==> src/rtl/row_select_seq_if.sv <==
// Row-access bus between the access controller (master) and the row sequencer (slave).
interface row_select_seq_if #(
  parameter int ADR_W = 3,
  parameter int ROWS  = 8
);
  logic             req;
  logic             we;
  logic [ADR_W-1:0] adr;
  logic             ready;
  logic [ROWS-1:0]  sel;
  logic             wr_en;
  logic             rd_en;
  logic             done;
  logic             err;

  modport master (
    output req, we, adr,
    input  ready, sel, wr_en, rd_en, done, err
  );

  modport slave (
    input  req, we, adr,
    output ready, sel, wr_en, rd_en, done, err
  );
endinterface

==> src/rtl/row_select_seq.sv <==
// Sequenced row decoder: one access per handshake, one-hot sel for PULSE_CYC cycles,
// then GAP_CYC precharge cycles. All outputs registered.
//
// state  | meaning
// IDLE   | ready, waiting for req
// ACTIVE | sel/wr_en/rd_en driven for the latched row
// PRECHG | precharge gap, all selects low
// ERROR  | single-cycle err pulse for an out-of-range address
module row_select_seq #(
  parameter int ADR_W     = 3,
  parameter int ROWS      = 8,
  parameter int PULSE_CYC = 2,
  parameter int GAP_CYC   = 1
) (
  input  logic           clk,
  input  logic           rst_n,
  row_select_seq_if.slave bus
);
  typedef enum logic [1:0] {IDLE, ACTIVE, PRECHG, ERROR} state_t;

  localparam int CNT_MAX = (PULSE_CYC > GAP_CYC) ? PULSE_CYC : GAP_CYC;
  localparam int CNT_W   = $clog2(CNT_MAX + 1);
  localparam logic [CNT_W-1:0] PULSE_LD = CNT_W'(PULSE_CYC - 1);
  localparam logic [CNT_W-1:0] GAP_LD   = CNT_W'((GAP_CYC > 0) ? GAP_CYC - 1 : 0);
  localparam logic [ADR_W:0]   ROWS_C   = (ADR_W + 1)'(ROWS);

  state_t           state_q, state_d;
  logic [CNT_W-1:0] cnt_q, cnt_d;
  logic [ROWS-1:0]  sel_q, sel_d;
  logic             wr_q, wr_d;
  logic             rd_q, rd_d;
  logic             done_q, done_d;
  logic             err_q, err_d;
  logic             ready_q, ready_d;

  always_ff @(posedge clk or negedge rst_n) begin
    if (!rst_n) begin
      state_q <= IDLE;
      cnt_q   <= '0;
      sel_q   <= '0;
      wr_q    <= 1'b0;
      rd_q    <= 1'b0;
      done_q  <= 1'b0;
      err_q   <= 1'b0;
      ready_q <= 1'b1;
    end else begin
      state_q <= state_d;
      cnt_q   <= cnt_d;
      sel_q   <= sel_d;
      wr_q    <= wr_d;
      rd_q    <= rd_d;
      done_q  <= done_d;
      err_q   <= err_d;
      ready_q <= ready_d;
    end
  end

  always_comb begin
    state_d = state_q;
    cnt_d   = cnt_q;
    sel_d   = sel_q;
    wr_d    = wr_q;
    rd_d    = rd_q;
    done_d  = 1'b0;
    err_d   = 1'b0;
    ready_d = ready_q;
    case (state_q)
      IDLE: begin
        if (bus.req && ready_q) begin
          ready_d = 1'b0;
          if ({1'b0, bus.adr} < ROWS_C) begin
            state_d = ACTIVE;
            cnt_d   = PULSE_LD;
            sel_d   = ROWS'(1) << bus.adr;
            wr_d    = bus.we;
            rd_d    = !bus.we;
            done_d  = (PULSE_CYC == 1);
          end else begin
            state_d = ERROR;
            cnt_d   = '0;
            err_d   = 1'b1;
          end
        end
      end
      ACTIVE: begin
        if (cnt_q == '0) begin
          sel_d = '0;
          wr_d  = 1'b0;
          rd_d  = 1'b0;
          if (GAP_CYC > 0) begin
            state_d = PRECHG;
            cnt_d   = GAP_LD;
          end else begin
            state_d = IDLE;
            cnt_d   = '0;
            ready_d = 1'b1;
          end
        end else begin
          cnt_d  = cnt_q - CNT_W'(1);
          // done lands in the cycle where the counter will read zero
          done_d = (cnt_q == CNT_W'(1));
        end
      end
      PRECHG: begin
        if (cnt_q == '0) begin
          state_d = IDLE;
          ready_d = 1'b1;
        end else begin
          cnt_d = cnt_q - CNT_W'(1);
        end
      end
      ERROR: begin
        state_d = IDLE;
        cnt_d   = '0;
        ready_d = 1'b1;
      end
      default: begin
        state_d = IDLE;
        cnt_d   = '0;
        sel_d   = '0;
        wr_d    = 1'b0;
        rd_d    = 1'b0;
        ready_d = 1'b1;
      end
    endcase
  end

  assign bus.ready = ready_q;
  assign bus.sel   = sel_q;
  assign bus.wr_en = wr_q;
  assign bus.rd_en = rd_q;
  assign bus.done  = done_q;
  assign bus.err   = err_q;
endmodule

==> src/flat_wrapper.sv <==
// flat-port wrapper written by rule: the top's interface ports become plain ports
module row_select_seq_flat 
#(
  parameter int ADR_W     = 3,
  parameter int ROWS      = 8,
  parameter int PULSE_CYC = 2,
  parameter int GAP_CYC   = 1
)
  (clk, rst_n, bus_req, bus_we, bus_adr, bus_ready, bus_sel, bus_wr_en, bus_rd_en, bus_done, bus_err);
  row_select_seq_if #(.ADR_W(ADR_W), .ROWS(ROWS)) bus_i ();
  input  logic clk;
  input  logic rst_n;
  input wire logic [$bits(bus_i.req)-1:0] bus_req;
  input wire logic [$bits(bus_i.we)-1:0] bus_we;
  input wire logic [$bits(bus_i.adr)-1:0] bus_adr;
  output wire logic [$bits(bus_i.ready)-1:0] bus_ready;
  output wire logic [$bits(bus_i.sel)-1:0] bus_sel;
  output wire logic [$bits(bus_i.wr_en)-1:0] bus_wr_en;
  output wire logic [$bits(bus_i.rd_en)-1:0] bus_rd_en;
  output wire logic [$bits(bus_i.done)-1:0] bus_done;
  output wire logic [$bits(bus_i.err)-1:0] bus_err;
  assign bus_i.req = bus_req;
  assign bus_i.we = bus_we;
  assign bus_i.adr = bus_adr;
  assign bus_ready = bus_i.ready;
  assign bus_sel = bus_i.sel;
  assign bus_wr_en = bus_i.wr_en;
  assign bus_rd_en = bus_i.rd_en;
  assign bus_done = bus_i.done;
  assign bus_err = bus_i.err;
  row_select_seq #(.ADR_W(ADR_W), .ROWS(ROWS), .PULSE_CYC(PULSE_CYC), .GAP_CYC(GAP_CYC)) u_core (.clk(clk), .rst_n(rst_n), .bus(bus_i));
endmodule
==> config.mk <==
export PLATFORM = sky130hd
export DESIGN_NAME = row_select_seq_flat
export DESIGN_NICKNAME = d
export VERILOG_FILES = /design/src/rtl/row_select_seq_if.sv /design/src/rtl/row_select_seq.sv /design/src/flat_wrapper.sv
export SDC_FILE = /design/constraint.sdc
export NUM_CORES = 1
export LEC_CHECK = 0
export ABC_AREA = 1
export ABC_CLOCK_PERIOD_IN_PS = 1640
export BUFFER_PORTS_ARGS = -buffer_cell sky130_fd_sc_hd__buf_4
export CAP_MARGIN = 25
export CORE_MARGIN = 2
export CORE_UTILIZATION = 45
export DETAILED_ROUTE_END_ITERATION = 8
export GPL_ROUTABILITY_DRIVEN = 0
export PLACE_DENSITY = 0.77
export RECOVER_POWER = 50
export SYNTH_ARGS = -nofsm -noshare
export SYNTH_HDL_FRONTEND = slang
export SYNTH_SLANG_ARGS = --single-unit
export TNS_END_PERCENT = 30
==> constraint.sdc <==
create_clock -name clk -period 1.64 [get_ports clk]
set_input_delay 0 -clock clk [delete_from_list [all_inputs] [get_ports clk]]
set_output_delay 0 -clock clk [all_outputs]
set_load 0.01 [all_outputs]
==> summary.md, run 1 <==
| Metric | Value |
|---|---|
| Syn Inst Count | `107` |
| Setup crit start kind | `flip-flop` |
| Share of cells above drive strength 1 | `0.178` |
| Hold Crit Start | `bus_req` |
| Die footprint | `approximately 2300 um2` |
| Least-Margin Pin Slew | `a little over 0.8 ns` |
| Switching part of the total | `0.418` |
| Finish-stage setup viols | `0` |
| Sequential element share of the synthesized area | `0.472` |
| Total power | `1.82 mW` |
| Initial antenna violation count | `0` |
| Post-route insts no fill | `154` |
| CP Max Fanout | `11` |
| DR vias/cell | `4.66` |
| Clk sink count | `16` |
| Highest-count cells in the layout ignoring fill and taps | `37 x nand2_1, 15 x dfrtp_1, 13 x nand3_1` |
| Placeable Area | `around 1700 um2` |
| Worst-Skew Late Latency | `0.28 ns` |
| GRT overflow | `0` |
| Maximum clock path buffer count | `2` |
| Worst Hold Slack | `about 0.011 ns` |
| Worst path required time | `1.86 ns` |
| Internal power | `approximately 1.1 mW` |
| Critical Path Start | `u_core.cnt_q[0]` |
| Cts bufs inserted | `3` |
| Syn avg cell area | `roughly 8 um2` |
| Post-Route Setup TNS | `0 ns` |
| Post CTS Setup Buffer Count | `0` |
| Fin. Hold Viols | `0` |
| DRC viols | `0` |
| Antenna diode count | `0` |
| Largest net degree at the start of global routing | `17` |
| # rows | `15` |
| Cell depth of the worst flop-to-flop path | `6` |
| Drt first pass iters | `5` |
| Initial Util | `0.487` |
| R2r endpoint | `u_core.bus.sel[1]` |
| Mapped cell area | `between 800 and 900 um2` |
| Post-DRT Antenna Nets | `0` |
| Yosys cell types | `18` |
| Die X-Extent | `~47 um` |
| VDD IR-drop max | `1.01 mV` |
| End of the worst hold path | `u_core.bus.wr_en` |
| Routed vias | `between 700 and 800` |
| Outcome | `finished, final reports clean` |
| Input/output buffers | `18` |
| TritonCTS clock tree | `done` |
| Hold Path Stages | `3` |
| Die height | `47.5 um` |
| Leak | `~0.56 nW` |
| Multi-input logic area | `roughly 390 um2` |
| I/O pins | `20` |
| Tot GR Track Use | `0.159` |
| Register share of total power | `0.401` |
| Crit end category | `flip-flop` |
| Layout fillers | `about 180` |
| Synth-to-layout area growth | `21.2%` |
| FF-to-FF setup slack | `roughly 0.21 ns` |
| H-tree depth | `1` |
| First-pass GRT wire length | `~2500 um` |
| Detailed Route WL | `around 1600 um` |
| Nets@finish | `approximately 140` |
| Clock root buffer master | `clkbuf_4` |
| Min Tclk post-route | `~1.4 ns` |
| RSZ-0062 raised after global routing | `no` |
| Fmax | `approximately 700 MHz` |
| Combinational Power Share | `0.456` |
| Max-cap violations | `0` |
| Yosys warns | `0` |
| Fin util | `0.591` |
| WP data arrival | `around 1.7 ns` |
| Clock Skew | `0.00119 ns` |
| FF-to-FF Start | `u_core.cnt_q[0]` |
| Hpwl dp | `about 1200 um` |
| CP Class | `flip-flop to flip-flop` |
| Slew HR | `0.456` |
| Synthesized Nets | `119` |
| Commonest non-fill, non-tap cell in the layout | `nand2_1` |
| Vias in the first global route | `607` |
| Final Max Tran Viols | `0` |
| Pwr Density | `roughly 1800 nW/um2` |
| Clock-pin slew on the worst setup and hold paths | `0.10 ns` |
| Clock power share | `0.143` |
| Hold WC Path Type | `input pin to flip-flop` |
| Register area | `roughly 400 um2` |
| FF+latch count, synth | `16` |
| DRT iter0 DRCs | `11` |
| Inst Count DP | `around 150` |
| Drt wl/cell | `around 10 um` |
| Switch Pwr | `0.760 mW` |
| Fin crit share | `0.870` |
-- routing by layer --
metal / global-route usage / up-vias / part of all wire
met1: 0.220 / 319 / 0.50
li1: - / 378 / -
met2: 0.241 / 18 / 0.45
met4: 0.0667 / 0 / 0.0096
met3: 0.0340 / 2 / 0.041
met5: 0 / - / 0
-- worst max path at each step --
| stage | to | cells past startpoint |
|---|---|---|
| after floorplan | u_core.bus.rd_en | 7 |
| after global placement | u_core.bus.sel[3] | 6 |
| after detailed placement | u_core.bus.sel[1] | 6 |
| after CTS | u_core.bus.sel[1] | 6 |
| after global routing | u_core.bus.sel[4] | 6 |
| final | u_core.bus.sel[1] | 6 |
-- registers in the layout (all words and copies together) (netlist names) --
register	flops
u_core.bus.sel	8
u_core.cnt_q	2
u_core.state_q	2
u_core.bus.done	1
u_core.bus.rd_en	1
u_core.bus.ready	1
u_core.bus.wr_en	1
-- worst max-delay path: stages (launching register included) --
cell and delay [ns]:
dfrtp_1 0.43, inv_1 0.12, ha_1 0.22, nand3_2 0.24, nand2_2 0.22, nand2_1 0.07
nand2_1 0.06
-- through the flow --
step	setup slack, ns	instance area (um2)
3_3_place_gp	0.255	998
4_1_cts	0.166	1050
5_1_grt	0.0365	1030
2_1_floorplan	0.404	851
3_5_place_dp	0.195	998
6_report	0.213	1030
-- cell usage after synthesis --
master / n / area, um2
and2_1: 1 / 6.26
buf_6: 1 / 11.3
inv_1: 9 / 33.8
nand2_1: 38 / 143
nand3_2: 2 / 20.0
o211ai_1: 1 / 7.51
nor2_1: 9 / 33.8
buf_4: 2 / 15.0
dfstp_2: 1 / 26.3
nand2_2: 1 / 6.26
o21ai_0: 5 / 25.0
ha_1: 5 / 62.6
dfrtp_1: 15 / 375
inv_2: 1 / 3.75
nand4_1: 1 / 6.26
nor2_2: 1 / 6.26
nand3_1: 13 / 65.1
conb_1: 1 / 3.75
-- final cells by class --
class,count,area share
well taps,25,0.0303
repair buffers,21,0.132
inverters,10,0.0364
clock buffers,4,0.0352
flip-flops and latches,16,0.390
multi-input cells,78,0.376
-- power by group through the flow --
stage	clock, mW	sequential (mW)	combinational (mW)
after floorplan	0	0.782	0.499
after global placement	0	0.737	0.862
after detailed placement	0	0.739	0.878
after CTS	0.265	0.733	0.886
after global routing	0.285	0.756	0.951
final	0.260	0.729	0.830
-- repair_timing --
item,in CTS,in global routing
hold endpoints to repair,17,0
endpoints found under the setup margin,0,7
hold buffers,2,0
gates resized for setup,0,1
-- cells by family after synthesis --
logic type      Yosys count  synth area share
flops                    16             0.472
buf+inv                  13            0.0750
other cells               1           0.00441
simple gates             66             0.337
compound gates            6            0.0382
fa+ha+maj                 5            0.0735
Note: power is estimated with default switching activity, not from simulation.
==> run 2, diff against run 1 <==
- BUFFER_PORTS_ARGS: -buffer_cell sky130_fd_sc_hd__buf_4 -> -buffer_cell sky130_fd_sc_hd__clkbuf_2
==> run 2 against run 1 <==
  * Via count increased by 1.8%
  * Sequential cell count is the same
  * Register-to-register slack got worse by 0.04 ns
  * Non-clock buffer count fell by 1
  * Routed wire length grew 4.1%
  * Largest power group unchanged
  * Maximum frequency decreased by 3.0%
  * Design area decreased by 3.6%
  * Core utilization fell by 2.2 points
==> summary.md, run 2 (synthesis gave the netlist of run 1 again) <==
| Metric | Value |
|---|---|
| Die X-Extent | `around 47 um` |
| Nets@finish | `around 140` |
| Die height | `47.5 um` |
| Cts bufs inserted | `3` |
| First-pass GRT wire length | `2670 um` |
| DP Area | `approximately 950 um2` |
| Placeable Area | `between 1500 and 2000 um2` |
| Synth-to-layout area growth | `16.8%` |
| GRT overflow | `0` |
| CP Class | `flip-flop to flip-flop` |
| Die footprint | `around 2300 um2` |
| Crit end category | `flip-flop` |
| Initial Util | `0.487` |
| Worst Hold Slack | `0.0213 ns` |
| Share of cells above drive strength 1 | `0.164` |
| Tot GR Track Use | `0.175` |
| Cells resized by post-CTS repair | `0` |
| Leak | `~0.55 nW` |
| Post-DRT Antenna Nets | `0` |
| Clk sink count | `16` |
| H-tree depth | `1` |
| Detailed Route WL | `roughly 1600 um` |
| Slew HR | `0.419` |
| Min Tclk post-route | `1.47 ns` |
| Drt wl/cell | `10.7 um` |
| Fin crit share | `0.897` |
| RSZ-0062 raised after global routing | `no` |
| Drt first pass iters | `4` |
| Max-cap violations | `0` |
| Fmax | `around 680 MHz` |
| Input/output buffers | `18` |
| TritonCTS clock tree | `done` |
| Worst-Skew Late Latency | `roughly 0.28 ns` |
| Hpwl dp | `1250 um` |
| Fin. Hold Viols | `0` |
| Vias in the first global route | `615` |
| Largest net degree at the start of global routing | `17` |
| DRT iter0 DRCs | `7` |
| Clock root buffer master | `clkbuf_4` |
| CP Max Fanout | `11` |
| Post-Route Setup TNS | `0 ns` |
| Worst path required time | `between 1.5 and 2 ns` |
| Commonest non-fill, non-tap cell in the layout | `nand2_1` |
| Routed vias | `between 700 and 800` |
| Antenna diode count | `0` |
| I/O pins | `20` |
| VDD IR-drop max | `0.833 mV` |
| Pwr Density | `about 1800 nW/um2` |
| WP data arrival | `approximately 1.7 ns` |
| Least-Margin Pin Slew | `0.871 ns` |
| Maximum clock path buffer count | `2` |
| Final Max Tran Viols | `0` |
| Initial antenna violation count | `0` |
| Hold WC Path Type | `input pin to flip-flop` |
| Highest-count cells in the layout ignoring fill and taps | `38 x nand2_1, 15 x dfrtp_1, 13 x nand3_1` |
| Clock Skew | `0.00857 ns` |
| Setup crit start kind | `flip-flop` |
| Outcome | `finished, final reports clean` |
| DRC viols | `0` |
| Max reg flops | `8` |
| Finish-stage setup viols | `0` |
| # rows | `15` |
| Post CTS Setup Buffer Count | `0` |
| Clock-pin slew on the worst setup and hold paths | `about 0.10 ns` |
| Final instance area | `around 990 um2` |
| DR vias/cell | `around 4.8` |
run 2: cell count changes in the layout (fill, tap and decap cells not counted), sizes merged:
cell / before / now
buf: 12 / 0
clkbuf: 11 / 22
run 2: timing repair:
item | 4_1_cts | 5_1_grt
hold endpoints to repair | 17 | 0
hold buffers | 2 | 0
endpoints found under the setup margin | 0 | 0
run 2: worst max-delay path: stages, from the launching register on:
cell	delay [ns]
dfrtp_1	0.43
inv_1	0.12
ha_1	0.22
nand3_2	0.22
nand2_1	0.27
nand2_1	0.09
nand2_1	0.07
run 2: path summary, 6_finish.rpt:
path,cells past startpoint,from,to,slack (ns)
worst max-delay path,6,u_core.cnt_q[0],u_core.bus.sel[7],0.17
worst min-delay path,3,bus_req,u_core.bus.wr_en,0.02
worst max register to register,6,u_core.cnt_q[0],u_core.bus.sel[7],0.17
worst min register to register,2,u_core.bus.ready,u_core.bus.ready,0.52
max in group asynchronous,2,rst_n,u_core.cnt_q[0],0.76
min in group asynchronous,2,rst_n,u_core.bus.sel[0],0.34
run 2: per-stage QoR:
stage | cells | setup slack, ns | util | power (mW)
after floorplan | 107 | 0.404 | - | 1.28
after global placement | 147 | 0.241 | 0.542 | 1.50
after detailed placement | 147 | 0.191 | 0.542 | 1.54
after CTS | 153 | 0.160 | 0.574 | 1.80
after global routing | 153 | 0.0301 | 0.569 | 1.95
final | 153 | 0.169 | 0.569 | 1.77
run 2: final cells by class:
cell class              count  area [um2]
inverters                  10        37.5
fillers                   165         752
clock buffers               4        36.3
multi-input cells          78         385
repair buffers             20         101
well taps                  25        31.3
flip-flops and latches     16         402
run 2: where the power goes:
part           internal (mW)  switching [mW]  leakage, nW  total (mW)
combinational          0.292           0.487        0.319       0.779
sequential             0.582           0.148        0.210       0.730
clock                  0.135           0.122       0.0210       0.257
total                   1.01           0.757        0.550        1.77
run 2: routing by layer:
layer	GRT usage	vias up	routed length [um]
met1	0.229	337	758
met2	0.259	14	779
met5	0	-	0
li1	-	377	-
met4	0.100	0	20
met3	0.0491	2	74
